--- config.mk ---
export PLATFORM = sky130hd
export DESIGN_NAME = phys_free_list_flat
export DESIGN_NICKNAME = d
export VERILOG_FILES = /design/src/rtl/phys_free_list_pkg.sv /design/src/rtl/phys_free_list_if.sv /design/src/rtl/free_list_ring.sv /design/src/rtl/phys_free_list.sv /design/src/flat_wrapper.sv
export SDC_FILE = /design/constraint.sdc
export NUM_CORES = 1
export LEC_CHECK = 0
export CORE_MARGIN = 1.5
export CORE_UTILIZATION = 60
export DETAILED_ROUTE_END_ITERATION = 8
export PLACE_DENSITY = 0.81
export SYNTH_ARGS = -nofsm -noshare
export SYNTH_HDL_FRONTEND = slang
export SYNTH_SLANG_ARGS = --single-unit
--- constraint.sdc ---
create_clock -name CLK -period 16.1 [get_ports CLK]
set_input_delay 3.22 -clock CLK [delete_from_list [all_inputs] [get_ports CLK]]
set_output_delay 3.22 -clock CLK [all_outputs]
set_load 0.05 [all_outputs]
--- src/rtl/phys_free_list_pkg.sv ---
// Shared sizing and types for the physical register file.
// Rename and the free list both import this package.
package phys_free_list_pkg;

    localparam int PROJ_NUM_PHYS_REGS = 64;
    localparam int PROJ_NUM_ARCH_REGS = 32;
    localparam int PROJ_LOG_PHYS      = $clog2(PROJ_NUM_PHYS_REGS);

    // Physical register number.
    typedef logic [PROJ_LOG_PHYS-1:0] phys_reg_t;

    // Free-entry count; one extra bit so a completely full list (NUM_PHYS) is representable.
    typedef logic [PROJ_LOG_PHYS:0] free_cnt_t;

endpackage : phys_free_list_pkg

--- src/rtl/phys_free_list_if.sv ---
// Rename/retire <-> free list signal bundle.
// The master modport belongs to rename/retire, which drives the requests.
// The slave modport belongs to the free list, which returns registered status.
interface phys_free_list_if
    import phys_free_list_pkg::*;
#(
    parameter int LOG_PHYS = PROJ_LOG_PHYS
);
    logic                Grabbed_regs;
    logic                Release_valid;
    logic [LOG_PHYS-1:0] Release_reg;
    logic                Commit_alloc;
    logic                Flush;
    logic [LOG_PHYS-1:0] Free_phys_reg;
    logic                Free_reg_avail;
    logic [LOG_PHYS:0]   Free_count;
    logic                Overflow_err;
    logic                Underflow_err;
    logic                Dup_release_err;

    modport master (
        output Grabbed_regs, Release_valid, Release_reg, Commit_alloc, Flush,
        input  Free_phys_reg, Free_reg_avail, Free_count,
               Overflow_err, Underflow_err, Dup_release_err
    );

    modport slave (
        input  Grabbed_regs, Release_valid, Release_reg, Commit_alloc, Flush,
        output Free_phys_reg, Free_reg_avail, Free_count,
               Overflow_err, Underflow_err, Dup_release_err
    );
endinterface : phys_free_list_if

--- src/rtl/free_list_ring.sv ---
// Circular storage for the free list. It has one tail write port and one
// asynchronous read port, and is preloaded at reset with a run of consecutive
// register numbers.
// With FREELIST_DUPCHECK_EN defined, every entry is also exported so that the
// flush path can rebuild the free vector.
module free_list_ring #(
    parameter int DEPTH      = 64,
    parameter int WIDTH      = 6,
    parameter int INIT_BASE  = 32,
    parameter int INIT_COUNT = 32,
    localparam int AW        = $clog2(DEPTH)
) (
    input  logic             CLK,
    input  logic             RESET,
    input  logic             wr_en_i,
    input  logic [AW-1:0]    wr_addr_i,
    input  logic [WIDTH-1:0] wr_data_i,
    input  logic [AW-1:0]    rd_addr_i,
    output logic [WIDTH-1:0] rd_data_o
`ifdef FREELIST_DUPCHECK_EN
   ,output logic [WIDTH-1:0] entries_o [DEPTH]
`endif
);

    logic [WIDTH-1:0] mem_q [DEPTH];

    // Ring storage: preload the initial free run at reset, then write at the tail.
    // NOTE: this memory is reset on purpose. The first INIT_COUNT entries are the
    // architectural free list, and the remaining entries get a defined value.
    always_ff @(posedge CLK or posedge RESET) begin
        if (RESET) begin
            for (int i = 0; i < DEPTH; i++) begin
                mem_q[i] <= (i < INIT_COUNT) ? WIDTH'(INIT_BASE + i) : '0;
            end
        end else if (wr_en_i) begin
            mem_q[wr_addr_i] <= wr_data_i;
        end
    end

    assign rd_data_o = mem_q[rd_addr_i];

`ifdef FREELIST_DUPCHECK_EN
    assign entries_o = mem_q;
`endif

endmodule : free_list_ring

--- src/rtl/phys_free_list.sv ---
// Physical-register free list that feeds rename.
// There is a speculative head for allocation and a commit head for flush
// recovery. Retire returns registers at the tail.
// Optional macro FREELIST_DUPCHECK_EN adds free-vector tracking and drops
// duplicate releases.
module phys_free_list
    import phys_free_list_pkg::*;
#(
    parameter int NUM_PHYS = PROJ_NUM_PHYS_REGS,
    parameter int NUM_ARCH = PROJ_NUM_ARCH_REGS,
    parameter int LOG_PHYS = PROJ_LOG_PHYS
) (
    input  logic              CLK,
    input  logic              RESET,
    phys_free_list_if.slave   fl
);

    localparam logic [LOG_PHYS:0]   CNT_FULL  = (LOG_PHYS+1)'(NUM_PHYS);
    localparam logic [LOG_PHYS:0]   CNT_RESET = (LOG_PHYS+1)'(NUM_PHYS - NUM_ARCH);
    localparam logic [LOG_PHYS-1:0] TAIL_RST  = LOG_PHYS'(NUM_PHYS - NUM_ARCH);

    logic [LOG_PHYS-1:0] head_q, head_d;
    logic [LOG_PHYS-1:0] commit_head_q, commit_head_d;
    logic [LOG_PHYS-1:0] tail_q, tail_d;
    logic [LOG_PHYS:0]   spec_count_q, spec_count_d;
    logic [LOG_PHYS:0]   commit_count_q, commit_count_d;
    logic                overflow_q, overflow_d;
    logic                underflow_q, underflow_d;
    logic [LOG_PHYS-1:0] head_reg;

    logic list_empty, list_full;
    logic grab_req, grab_ok;
    logic rel_req, rel_ok, rel_dup;

`ifdef FREELIST_DUPCHECK_EN
    logic [LOG_PHYS-1:0] ring_entries [NUM_PHYS];
`endif

    free_list_ring #(
        .DEPTH      (NUM_PHYS),
        .WIDTH      (LOG_PHYS),
        .INIT_BASE  (NUM_ARCH),
        .INIT_COUNT (NUM_PHYS - NUM_ARCH)
    ) u_ring (
        .CLK       (CLK),
        .RESET     (RESET),
        .wr_en_i   (rel_ok),
        .wr_addr_i (tail_q),
        .wr_data_i (fl.Release_reg),
        .rd_addr_i (head_q),
        .rd_data_o (head_reg)
`ifdef FREELIST_DUPCHECK_EN
       ,.entries_o (ring_entries)
`endif
    );

    // Accept/reject decisions. These are based only on registered counts, so
    // a release into an empty list cannot satisfy a grab in the same cycle.
    assign list_empty = (spec_count_q == '0);
    assign list_full  = (commit_count_q == CNT_FULL);
    assign grab_req   = fl.Grabbed_regs && !fl.Flush;
    assign grab_ok    = grab_req && !list_empty;
    assign rel_req    = fl.Release_valid && (fl.Release_reg != '0);
    assign rel_ok     = rel_req && !list_full && !rel_dup;

    // Pointer and count next state; a flush rewinds to the post-commit state of this cycle.
    // NOTE: every variable gets a default at the top, so no path leaves one unassigned (no latch).
    always_comb begin
        commit_head_d  = commit_head_q + LOG_PHYS'(fl.Commit_alloc);
        commit_count_d = commit_count_q + (LOG_PHYS+1)'(rel_ok)
                                        - (LOG_PHYS+1)'(fl.Commit_alloc);
        tail_d         = tail_q + LOG_PHYS'(rel_ok);
        head_d         = head_q + LOG_PHYS'(grab_ok);
        spec_count_d   = spec_count_q + (LOG_PHYS+1)'(rel_ok) - (LOG_PHYS+1)'(grab_ok);
        overflow_d     = overflow_q  | (rel_req && list_full);
        underflow_d    = underflow_q | (grab_req && list_empty);
        if (fl.Flush) begin
            head_d       = commit_head_d;
            spec_count_d = commit_count_d;
        end
    end

    // Pointer, count and sticky-error state.
    // NOTE: sequential state uses non-blocking assignment, so every register samples pre-edge values.
    always_ff @(posedge CLK or posedge RESET) begin
        if (RESET) begin
            head_q         <= '0;
            commit_head_q  <= '0;
            tail_q         <= TAIL_RST;
            spec_count_q   <= CNT_RESET;
            commit_count_q <= CNT_RESET;
            overflow_q     <= 1'b0;
            underflow_q    <= 1'b0;
        end else begin
            head_q         <= head_d;
            commit_head_q  <= commit_head_d;
            tail_q         <= tail_d;
            spec_count_q   <= spec_count_d;
            commit_count_q <= commit_count_d;
            overflow_q     <= overflow_d;
            underflow_q    <= underflow_d;
        end
    end

`ifdef FREELIST_DUPCHECK_EN
    logic [NUM_PHYS-1:0] free_vec_q, free_vec_d, skip_mask;
    logic                dup_q, dup_d;

    assign rel_dup = free_vec_q[fl.Release_reg];

    // On a flush, mark as free every register that sits in the rewound window [commit_head_d, head_q).
    always_comb begin
        logic [LOG_PHYS-1:0] skip_len;
        skip_mask = '0;
        skip_len  = head_q - commit_head_d;
        for (int i = 0; i < NUM_PHYS; i++) begin
            logic [LOG_PHYS-1:0] off;
            off = LOG_PHYS'(i) - commit_head_d;
            if (off < skip_len) begin
                skip_mask[ring_entries[i]] = 1'b1;
            end
        end
    end

    // Free-vector update: a grab clears a bit, a release sets one, and a flush restores the skipped registers.
    always_comb begin
        free_vec_d = free_vec_q;
        if (fl.Flush) begin
            free_vec_d = free_vec_q | skip_mask;
        end else if (grab_ok) begin
            free_vec_d[head_reg] = 1'b0;
        end
        if (rel_ok) begin
            free_vec_d[fl.Release_reg] = 1'b1;
        end
        dup_d = dup_q | (rel_req && rel_dup);
    end

    // Free vector and duplicate-release flag.
    always_ff @(posedge CLK or posedge RESET) begin
        if (RESET) begin
            for (int i = 0; i < NUM_PHYS; i++) begin
                free_vec_q[i] <= (i >= NUM_ARCH);
            end
            dup_q <= 1'b0;
        end else begin
            free_vec_q <= free_vec_d;
            dup_q      <= dup_d;
        end
    end

    assign fl.Dup_release_err = dup_q;
`else
    assign rel_dup            = 1'b0;
    assign fl.Dup_release_err = 1'b0;
`endif

    assign fl.Free_phys_reg  = head_reg;
    assign fl.Free_reg_avail = !list_empty;
    assign fl.Free_count     = spec_count_q;
    assign fl.Overflow_err   = overflow_q;
    assign fl.Underflow_err  = underflow_q;

endmodule : phys_free_list

--- src/flat_wrapper.sv ---
// flat-port wrapper written by rule: the top's interface ports become plain ports
module phys_free_list_flat import phys_free_list_pkg::*;
#(
    parameter int NUM_PHYS = PROJ_NUM_PHYS_REGS,
    parameter int NUM_ARCH = PROJ_NUM_ARCH_REGS,
    parameter int LOG_PHYS = PROJ_LOG_PHYS
)
  (CLK, RESET, fl_Grabbed_regs, fl_Release_valid, fl_Release_reg, fl_Commit_alloc, fl_Flush, fl_Free_phys_reg, fl_Free_reg_avail, fl_Free_count, fl_Overflow_err, fl_Underflow_err, fl_Dup_release_err);
  phys_free_list_if #(.LOG_PHYS(LOG_PHYS)) fl_i ();
  input  logic CLK;
  input  logic RESET;
  input wire logic [$bits(fl_i.Grabbed_regs)-1:0] fl_Grabbed_regs;
  input wire logic [$bits(fl_i.Release_valid)-1:0] fl_Release_valid;
  input wire logic [$bits(fl_i.Release_reg)-1:0] fl_Release_reg;
  input wire logic [$bits(fl_i.Commit_alloc)-1:0] fl_Commit_alloc;
  input wire logic [$bits(fl_i.Flush)-1:0] fl_Flush;
  output wire logic [$bits(fl_i.Free_phys_reg)-1:0] fl_Free_phys_reg;
  output wire logic [$bits(fl_i.Free_reg_avail)-1:0] fl_Free_reg_avail;
  output wire logic [$bits(fl_i.Free_count)-1:0] fl_Free_count;
  output wire logic [$bits(fl_i.Overflow_err)-1:0] fl_Overflow_err;
  output wire logic [$bits(fl_i.Underflow_err)-1:0] fl_Underflow_err;
  output wire logic [$bits(fl_i.Dup_release_err)-1:0] fl_Dup_release_err;
  assign fl_i.Grabbed_regs = fl_Grabbed_regs;
  assign fl_i.Release_valid = fl_Release_valid;
  assign fl_i.Release_reg = fl_Release_reg;
  assign fl_i.Commit_alloc = fl_Commit_alloc;
  assign fl_i.Flush = fl_Flush;
  assign fl_Free_phys_reg = fl_i.Free_phys_reg;
  assign fl_Free_reg_avail = fl_i.Free_reg_avail;
  assign fl_Free_count = fl_i.Free_count;
  assign fl_Overflow_err = fl_i.Overflow_err;
  assign fl_Underflow_err = fl_i.Underflow_err;
  assign fl_Dup_release_err = fl_i.Dup_release_err;
  phys_free_list #(.NUM_PHYS(NUM_PHYS), .NUM_ARCH(NUM_ARCH), .LOG_PHYS(LOG_PHYS)) u_core (.CLK(CLK), .RESET(RESET), .fl(fl_i));
endmodule
==> reports/metrics.yaml <==
final_layout:
  final-seq-area_um2: 10610
  fillers: 2203
  drive_gt1_frac: 0.5279
  antenna_cells: 0
  nets: 1366
  areaGrowthSynthToFinish_pct: 10.03
  fin_cells: 1806
  stdcell_area_um2: 21930
  multi_input_area_um2: 8848
grt:
  grt_start_max_net_pins: 130
  grt_use_total: 0.2757
  overflow: 0
  grt_pass1_wl_um: 71220
  grt_pass1_vias: 12370
  antenna_found_initial: 0
placement:
  dp_cells: 1724
  post_dp_cell_area_um2: 20460
  dp_hpwl_um: 27790
  gp_congestion: 0.8148
  io_buffers: 27
synthesis:
  ys_seq_elements: 418
  synth_most_common_cell: "mux2_2"
  yosys_warnings: 0
  syn_area_um2: 19930
  synth_ff_type: "dfrtp_1"
  netlist_instances: 1332
  synth_commonest_cells: "mux2_2 (385), dfrtp_1 (303), dfstp_2 (115)"
  synth.avg_cell_area_um2: 14.96
  synth.area.top_cells: "dfrtp_1 (38%), mux2_2 (22%), dfstp_2 (15%)"
  synth_edf_count: 0
  seq_area_frac_synth: 0.5321
  syn_nets: 1370
  async_flop_share: 1.000
  yosysTopAreaCellShare: 0.3805
  synth.distinct_cells: 54
  synth_top_area_cell: "dfrtp_1"
power_and_ir_drop:
  ir_drop_uv: 104.0
  cellPowerDensity_nw_per_um2: 198.3
  power.leakage_nw: 9.722
sta:
  period_minus_slack_ns: 7.481
  relSlewSlack: 0.1635
  worstMarginPinSlew_ns: 1.250
  post-route-period-util: 0.4647
  rsz0062_at_grt: "false"
  skew_ns: 0.01714
  fmax_ghz: 0.1337
  finalSetupViolCount: 0
  finalSetupTns_ns: 0
  final_max_slew_viol_count: 0
  timing.final.hold_violations: 0
clocking:
  cts_root_buf: "clkbuf_16"
  cts_setup_buffers: 0
  cts-htree-levels: 2
  clk-insertion-delay-late_ns: 0.55
  ctsHoldBuffers: 0
  cts_tree: "built"
  numCtsBuffers: 44
  clockBufferDepth: 3
  cts.sinks: 418
  cts.repair.resized: 0
  clkTransAtPathRegs_ns: 0.06
die:
  die_w_um: 185.3
  num_rows: 66
  initial_core_util: 0.6110
  io_pins: 29
  chipHeight_um: 185.3
  core_area_um2: 32620
  die_area_um2: 34320
worst_setup_path:
  crit_type: "flop to primary output"
  start_kind: "flop"
  critPathCaptureType: "primary output"
  critPathSlowestCell: "buf_4"
  worst_path_largest_cell_delay_ns: 0.83
  crit_family: "buffers and inverters"
  path_buf_inv: 2
  cp.required_ns: 12.88
  path_max_fanout: 47
  cp.arrival_ns: 4.26
  crit_path_cell_trace: "buf_4 > mux4_2 > o221ai_1 > o21ai_0 > a22o_1 > clkdlybuf4s50_1"
run_status:
  status: "finished, final reports clean"
routing:
  post_drt_wl_per_cell_um: 24.88
  via_per_inst: 6.477
  drc: 0
  wirelength_um: 44930
  drt_iter0_drc: 955
  drtAntennaViolNets: 0
  vias: 11700
  first_pass_iters: 5
worst_hold_path:
  worst_hold_path_type: "flop to flop"
run:
  maxCapViolCount: 0
==> stage by stage <==
step / worst slack (ns) / utilization / hold slack [ns] / total power [W]
2_1_floorplan: 1.436 / - / 0.4436 / 0.002897
3_3_place_gp: 8.924 / 0.6272 / 0.4573 / 0.003257
3_5_place_dp: 8.891 / 0.6272 / 0.4637 / 0.003322
4_1_cts: 8.585 / 0.6722 / 0.4724 / 0.004358
5_1_grt: 8.364 / 0.6722 / 0.4826 / 0.004568
6_report: 8.619 / 0.6722 / 0.4739 / 0.004349
==> logic make-up after synthesis <==
| family | synth area share |
|---|---|
| AO/OA/AOI/OAI | 0.03039 |
| XOR/XNOR | 0.009669 |
| adder cells (fa/ha/maj) | 0.01708 |
| buffers and inverters | 0.02392 |
| flip-flops | 0.5321 |
| multiplexers | 0.3292 |
| other | 0.0001882 |
| AND/OR/NAND/NOR | 0.05745 |
==> layout by cell type, fill, tap and decap left out, types with 10 or more instances in the layout <==
| cell type | instances |
|---|---|
| clkinv_2 | 10 |
| ha_1 | 24 |
| dfrtp_1 | 300 |
| o21ai_0 | 17 |
| nand2_1 | 45 |
| nor3_4 | 11 |
| clkdlybuf4s50_1 | 21 |
| xnor2_1 | 13 |
| nor2_1 | 18 |
| buf_4 | 15 |
| inv_1 | 20 |
| o22ai_1 | 30 |
| clkbuf_16 | 46 |
| mux4_2 | 96 |
| nand3_1 | 30 |
| clkbuf_1 | 14 |
| mux2_2 | 385 |
| dfstp_2 | 115 |
==> final timing paths <==
check | from | cells after the start | endpoint | slack [ns]
setup / recovery | u_core.head_q[0] | 6 | fl_Free_phys_reg[3] | 8.62
hold / removal | u_core.fl.Underflow_err | 1 | u_core.fl.Underflow_err | 0.47
max in group asynchronous | RESET | 5 | u_core.u_ring.mem_q[205] | 9.56
min in group asynchronous | RESET | 2 | u_core.u_ring.mem_q[158] | 3.24
setup reg to reg | u_core.commit_count_q[2] | 12 | u_core.fl.Free_count[6] | 12.50
hold reg to reg | u_core.fl.Underflow_err | 1 | u_core.fl.Underflow_err | 0.47
==> sequential cells by signal, summed over array words and instances, names as in the netlist <==
register,cells
u_core.u_ring.mem_q,384
u_core.commit_head_q,6
u_core.fl.Overflow_err,1
u_core.fl.Underflow_err,1
u_core.tail_q,6
u_core.commit_count_q,7
u_core.fl.Free_count,7
u_core.head_q,6
==> final cells by class <==
cell class	count	share of cell area
sequential	418	0.4840
multi-input combinational	800	0.4035
clock buffer	68	0.05991
tap	442	0.02522
timing repair buffer	42	0.01609
clock inverter	14	0.007133
inverter	22	0.004108
==> metal layers <==
metal	routed length (µm)	up-vias	share of wire	global-route usage
li1	-	4975	-	-
met1	18760	6245	0.42	0.3751
met2	21670	364	0.48	0.4412
met3	2857	113	0.064	0.05623
met4	1647	0	0.037	0.1024
met5	0	-	0	0
==> worst reg2reg max path, delay by kind of cell (launching register included) <==
| family | cells | cell delay [ns] |
|---|---|---|
| flops | 1 | 0.38 |
| compound gates | 4 | 0.66 |
| simple gates | 4 | 1.44 |
| buf+inv | 1 | 0.08 |
| fa+ha+maj | 3 | 0.91 |
==> report_power, final <==
| part | switching, W | internal, W | leakage, nW | total [W] |
|---|---|---|---|---|
| sequential | 0.000274 | 0.00149 | 5.22 | 0.00176 |
| combinational | 0.000793 | 0.000770 | 3.78 | 0.00156 |
| clock | 0.000415 | 0.000610 | 0.729 | 0.00103 |
| total | 0.00148 | 0.00287 | 9.72 | 0.00435 |
Note: power is estimated with default switching activity, not from simulation.
